## src/rtl/pipe_pkg.sv

```systemverilog
// Shared IF/ID pipeline types: buffer occupancy encoding and the default-width entry payload.
package pipe_pkg;

  localparam int unsigned DEF_PC_W    = 32;
  localparam int unsigned DEF_INSTR_W = 32;
  localparam int unsigned DEF_STALL_W = 16;

  typedef enum logic [1:0] {
    EMPTY = 2'b00,
    HALF  = 2'b01,
    FULL  = 2'b10
  } buf_state_t;

  typedef struct packed {
    logic [DEF_PC_W-1:0]    pc;
    logic [DEF_INSTR_W-1:0] instr;
  } if_entry_t;

endpackage

```

## src/rtl/sat_counter.sv

```systemverilog
// Saturating up-counter with synchronous active-low clear.
module sat_counter #(
  parameter int unsigned W = 16
) (
  input  logic         clk,
  input  logic         rst,
  input  logic         inc,
  output logic [W-1:0] cnt
);

  always_ff @(posedge clk) begin
    if (!rst) begin
      cnt <= '0;
    end else if (inc && (cnt != {W{1'b1}})) begin
      cnt <= cnt + W'(1);
    end
  end

endmodule

```

## src/rtl/pipe_if_id_buf.sv

```systemverilog
// Two-entry skid buffer between IF and ID: FIFO-ordered head/tail storage,
// registered allowin/valid, flush to empty, and a saturating ID stall counter.
module pipe_if_id_buf
  import pipe_pkg::*;
#(
  parameter int unsigned     PC_W     = DEF_PC_W,
  parameter int unsigned     INSTR_W  = DEF_INSTR_W,
  parameter logic [PC_W-1:0] RESET_PC = '0,
  parameter int unsigned     STALL_W  = DEF_STALL_W
) (
  input  logic               clk,
  input  logic               rst,
  input  logic               if_valid_in,
  input  logic [PC_W-1:0]    if_pc_in,
  input  logic [INSTR_W-1:0] if_instr_in,
  input  logic               flush_if_id,
  input  logic               id_allowin_in,
  output logic               if_id_allowin,
  output logic               id_valid_out,
  output logic [PC_W-1:0]    id_pc_out,
  output logic [INSTR_W-1:0] id_instr_out,
  output logic [STALL_W-1:0] stall_cnt
);

  typedef struct packed {
    logic [PC_W-1:0]    pc;
    logic [INSTR_W-1:0] instr;
  } entry_t;

  buf_state_t state_q, state_nxt;
  entry_t     head_q, head_nxt;
  entry_t     tail_q, tail_nxt;
  entry_t     in_entry;
  logic       allowin_q;
  logic       valid_q;
  logic       push;
  logic       pop;
  logic       stall_inc;

  assign in_entry.pc    = if_pc_in;
  assign in_entry.instr = if_instr_in;

  // Handshakes use only registered status, so no id_allowin_in -> if_id_allowin path.
  assign push      = if_valid_in & allowin_q & ~flush_if_id;
  assign pop       = valid_q & id_allowin_in & ~flush_if_id;
  assign stall_inc = valid_q & ~id_allowin_in & ~flush_if_id;

  always_ff @(posedge clk) begin
    if (!rst) begin
      state_q   <= EMPTY;
      head_q    <= '{pc: RESET_PC, instr: '0};
      tail_q    <= '{pc: RESET_PC, instr: '0};
      allowin_q <= 1'b1;
      valid_q   <= 1'b0;
    end else begin
      state_q   <= state_nxt;
      head_q    <= head_nxt;
      tail_q    <= tail_nxt;
      allowin_q <= (state_nxt != FULL);
      valid_q   <= (state_nxt != EMPTY);
    end
  end

  // Flush only clears occupancy; stored data is left as-is.
  always_comb begin
    state_nxt = state_q;
    head_nxt  = head_q;
    tail_nxt  = tail_q;
    if (flush_if_id) begin
      state_nxt = EMPTY;
    end else begin
      unique case (state_q)
        EMPTY: begin
          if (push) begin
            head_nxt  = in_entry;
            state_nxt = HALF;
          end
        end
        HALF: begin
          if (push && pop) begin
            head_nxt = in_entry;
          end else if (push) begin
            tail_nxt  = in_entry;
            state_nxt = FULL;
          end else if (pop) begin
            state_nxt = EMPTY;
          end
        end
        FULL: begin
          if (pop) begin
            head_nxt  = tail_q;
            state_nxt = HALF;
          end
        end
        default: state_nxt = EMPTY;
      endcase
    end
  end

  sat_counter #(.W(STALL_W)) u_stall_cnt (
    .clk (clk),
    .rst (rst),
    .inc (stall_inc),
    .cnt (stall_cnt)
  );

  assign if_id_allowin = allowin_q;
  assign id_valid_out  = valid_q;
  assign id_pc_out     = head_q.pc;
  assign id_instr_out  = head_q.instr;

endmodule

```

## config.mk

```make
export PLATFORM = sky130hd
export DESIGN_NAME = pipe_if_id_buf
export DESIGN_NICKNAME = d
export VERILOG_FILES = /design/src/rtl/pipe_pkg.sv /design/src/rtl/sat_counter.sv /design/src/rtl/pipe_if_id_buf.sv
export SDC_FILE = /design/constraint.sdc
export NUM_CORES = 1
export LEC_CHECK = 0
export CORE_ASPECT_RATIO = 1.2
export CORE_MARGIN = 2
export CORE_UTILIZATION = 42
export DETAILED_ROUTE_END_ITERATION = 10
export PLACE_DENSITY_LB_ADDON = 0.25
export SLEW_MARGIN = 5
export SYNTH_ARGS = -nofsm -noshare
export SYNTH_HDL_FRONTEND = slang
export SYNTH_SLANG_ARGS = --single-unit
```

## constraint.sdc

```tcl
create_clock -name clk -period 1.9 [get_ports clk]
set_input_delay 0.19 -clock clk [delete_from_list [all_inputs] [get_ports clk]]
set_output_delay 0.19 -clock clk [all_outputs]
set_load 0.02 [all_outputs]
```

# ---- Yosys cells after proc, flatten, opt, wreduce, memory -nomap -nowiden
# Index checks and enable logic that the tools add are counted.
dict set report word_totals {
  regBits 148
  output_inout_bits 82
  elab_cells 43
  inputBits 69
}
dict set report classes {
  n_reduce_logical 7
  n_eq_ne 7
  mux 11
  add_sub_neg 1
  bitwise_logic 9
}
# op count
set ops {}
lappend ops {{$mux W64} 3}
lappend ops {{$pmux W64 S3} 1}
lappend ops {{$add A16 B1 Y16 const B} 1}
lappend ops {{$ne A16 B16 Y1 const B} 1}
lappend ops {{$mux W2} 6}
lappend ops {{$ne A2 B2 Y1 const B} 4}
lappend ops {{$and A1 B1 Y1} 6}
lappend ops {{$pmux W2 S3} 1}
lappend ops {{$reduce_and A5 Y1} 1}
lappend ops {{$reduce_and A4 Y1} 1}
lappend ops {{$not A1 Y1} 3}
lappend ops {{$reduce_bool A3 Y1} 1}
lappend ops {{$eq A2 B1 Y1 const B} 1}
lappend ops {{$eq A2 B2 Y1 const B} 1}
lappend ops {{$logic_and A1 B1 Y1} 2}
lappend ops {{$logic_not A2 Y1} 1}
lappend ops {{$reduce_bool A2 Y1} 1}

# ---- Depth between registers and ports, before layout
dict set report logic_depth {
  word_depth 8
  mapped_depth 7
}

# ---- Cells and area by module
# Synthesis repeated with hierarchy kept, for this count alone.
dict set report hier_totals {
  cells_unflattened 694
  hier_area_um2 6605.1
}
# mod instances seq_area_each_um2 cells_each area_each_um2
set modules_own_cells {}
lappend modules_own_cells {pipe_if_id_buf 1 2642.5 597 5768.0}
lappend modules_own_cells {sat_counter 1 320.3 97 837.1}

# ---- Worst setup path after synthesis
# OpenSTA, ideal clock, no wires.
dict set report synth_path {
  path_type {reg2reg}
  start {register u_stall_cnt.cnt[0]}
  end {register u_stall_cnt.cnt[1]}
  period_less_slack_ns 1.887
  t_required_ns 1.772
  t_arrival_ns 1.759
  stages_incl_launch_ff 8
  slack_ns 0.013
  path_buffers 2
  cell_sequence {dfxtp_1 ha_1 nand3_2 o41ai_2 buf_4 buf_8 mux2i_1 nor2_1}
}
dict set report synth_via {
  elab_chain_cells 2
  word_cells_on_any_way 3
  classes_between {add/sub (1); eq/ne (1); reduce/logical (1)}
}
# element line_no
set synth_rtl {}
lappend synth_rtl {{start: declaration} sat_counter.sv:8} ;# output logic [W-1:0] cnt
lappend synth_rtl {{start signal: assignment} sat_counter.sv:15} ;# cnt <= cnt + W'(1);
lappend synth_rtl {{branches (longest 2 deep; another with $add A16 B1 Y16)} --}
# Several ways; the timed one is not identified.
# A chain may end at the register's enable or synchronous reset.

# ---- Worst setup path after layout
dict set report layout_path {
  start {register u_stall_cnt.cnt[1]}
  end {register u_stall_cnt.cnt[1]}
}
# The elaborated chain is that of the path after synthesis.

==> reports/qor.yml <==
outcome: "finished, final reports clean"
wl_met3_um: 865
final_antenna_net_count: 0
cellInternalPower_mw: 5.92
grt_start_max_net_pins: 46
grt_overflow: 0
regArea_sq_um: 2960
critical_path_required_ps: 2200
slew_viol_final: 0
p_comb_frac: 0.125
fin_util: 0.597
cts_setup_buffers: 0
syn_avg_cell_area_sq_um: 8.89
die_area_sq_um: 15500
max_freq_mhz: 559
crit_path_end_kind: "flip-flop"
r2r_setup_slack_ps: 110
fin_crit_sh: 0.942
antenna_found_initial: 0
yosysSeqAreaShare: 0.485
cts-root-to-sink-buffers: 2
coreArea_sq_um: 14300
layout-drive-gt1-share: 0.0849
ir_drop_mv: 0.439
cts_tree: "built"
dr_wl_met2_um: 7960
synthCells: 687
critPathLaunch: "u_stall_cnt.cnt[1]"
holdBufCountCts: 0
gp_congestion: 0.789
drc: 0
dp_hpwl_um: 10800
slew_headroom: 0.709
ff2ff_path_depth: 6
p_total_mw: 7.84
synth_seq_cells: 148
chipHeight_um: 136
power_density_nw_per_um2: 918
critPathKind: "reg2reg"
hold_viol: 0
initialDrtViolationCount: 287
ios: 151
num_rows: 48
nNetsFinal: 893
worstHoldPathType: "in2reg"
numCtsBuffers: 17
r2r-start: "u_stall_cnt.cnt[1]"
endpoint: "u_stall_cnt.cnt[1]"
p_leak_nw: 3.33
first_pass_iters: 5
start_kind: "flip-flop"
h-tree-depth: 4
grt_use_total: 0.211
fin_cells: 1011
top_layer: "met4"
yosys_warnings: 0
wl_met1_um: 7090
start_util: 0.427
syn_nets: 757
cts.reportedPaths.clkPinSlew_ps: 60
swShare: 0.245
p_sw_mw: 1.92
tightestPinTransition_ps: 433
path_max_fanout: 13
fin_worst_skew_ps: 7.25
fillCellCount: 1246
insertion_delay_ps: 410
vias: 5524
grt_first_pass_wirelength_um: 26600
wl_um: 16200
io_buffer_count: 150
finalSetupViolations: 0
wl_per_cell_um: 16.1
grt_pass1_vias: 5508
rr_endpoint: "u_stall_cnt.cnt[1]"
cts_root_buf: "clkbuf_16"
cts_resized: 0
cts_sinks: 148
dp_cells: 979
vias_per_cell: 5.46
yosysUniqueCellTypes: 40
cp_data_arrival_time_ps: 2090
power_frac_seq: 0.421
fp.dieW_um: 114
maxCapViolCount: 0
synthToLayoutAreaGrowth_pct: 39.8
syn-cell-area_sq_um: 6110
multi_input_area_sq_um: 2860
n_antenna_cell: 0
period_minus_slack_ps: 1790
p_clk_frac: 0.455
==> metrics by stage <==
step	TNS (ps)	setup slack (ps)	instance area, sq um	hold slack [ps]
after detailed placement	-4100	-111	7900	446
after global routing	-8.98	-8.98	8540	361
after floorplan	0	13.1	6110	317
after CTS	0	68.9	8520	341
after global placement	-11.3	-5.59	7900	441
final	0	110	8540	360
==> area by class of cell <==
type                       instances  area share
timing repair buffer             176       0.215
multi-input combinational        472       0.335
inverter                           8     0.00381
tap                              175      0.0256
clock buffer                      18      0.0503
sequential                       148       0.347
clock inverter                    14      0.0234
==> logic make-up after synthesis <==
logic type	after synthesis	synth area share
buffers and inverters	67	0.0537
AOI/OAI and AO/OA	222	0.216
muxes	68	0.111
DFF	148	0.485
adders and majority gates	1	0.00205
xor gates and xnor gates	1	0.00143
and+or+nand+nor	180	0.131
==> registers in the layout (all words and copies together) (netlist names) <==
name,count
if_id_allowin,1
state_q,2
u_stall_cnt.cnt,16
tail_q,64
id_pc_out,32
id_valid_out,1
id_instr_out,32
==> cells in the final DEF (no fill, tap or decap), drive strengths merged, types with 8 or more instances in the layout <==
cell type / netlist / layout
nand2: 137 / 137
nand4: 8 / 8
a211oi: 65 / 65
buf: 30 / 26
dfxtp: 148 / 148
clkbuf: 29 / 18
a21oi: 140 / 140
mux2i: 68 / 68
clkdlybuf4s50: 0 / 150
inv: 8 / 12
==> routing by layer <==
metal,vias up,global-route usage
li1,2729,-
met1,2600,0.265
met2,171,0.359
met3,24,0.0441
met4,0,0.0745
met5,-,0
==> cells in the mapped netlist (all sizes together) <==
library cell / n / area share
mux2i: 68 / 0.11
nand3: 5 / 0.0049
o22ai: 1 / 0.0010
nand3b: 1 / 0.0012
a211oi: 65 / 0.080
clkbuf: 29 / 0.018
and2: 1 / 0.0010
nor2: 5 / 0.0031
nand2: 137 / 0.084
a21oi: 140 / 0.11
o31ai: 5 / 0.0061
ha: 1 / 0.0020
a21bo: 1 / 0.0016
o21ba: 1 / 0.0016
a41o: 1 / 0.0016
o41ai: 1 / 0.0027
inv: 8 / 0.0049
nand4: 8 / 0.0092
and4: 1 / 0.0018
nor3b: 1 / 0.0020
nor3: 3 / 0.0033
and3: 2 / 0.0020
or4: 5 / 0.0061
nor4: 2 / 0.0020
nor4b: 1 / 0.0014
o21ai: 6 / 0.0049
a21boi: 1 / 0.0012
or3: 5 / 0.0051
nand2b: 3 / 0.0031
dfxtp: 148 / 0.49
xor2: 1 / 0.0014
buf: 30 / 0.030
==> power groups by stage <==
stage / combinational [mW] / sequential, mW / clock [mW]
2_1_floorplan: 0.365 / 3.48 / 0
3_3_place_gp: 0.962 / 3.36 / 0
3_5_place_dp: 0.982 / 3.36 / 0
4_1_cts: 0.985 / 3.30 / 3.63
5_1_grt: 1.05 / 3.31 / 3.79
6_report: 0.979 / 3.30 / 3.56
==> worst min-delay path by stage <==
stage,from,end,slack [ps],cells past startpoint
2_1_floorplan,rst,if_id_allowin,320,1
3_3_place_gp,tail_q[22],tail_q[22],440,2
3_5_place_dp,tail_q[40],tail_q[40],450,2
4_1_cts,if_pc_in[25],tail_q[57],340,3
5_1_grt,if_pc_in[25],tail_q[57],360,3
6_report,if_pc_in[25],tail_q[57],360,3
==> worst max-delay path, stage by stage, from the launching register on <==
cell,delay [ps]
dfxtp_1,390
ha_1,230
nand3_2,150
o41ai_4,460
buf_6,210
mux2i_1,190
nor2_1,50
Note: power is estimated with default switching activity, not from simulation.
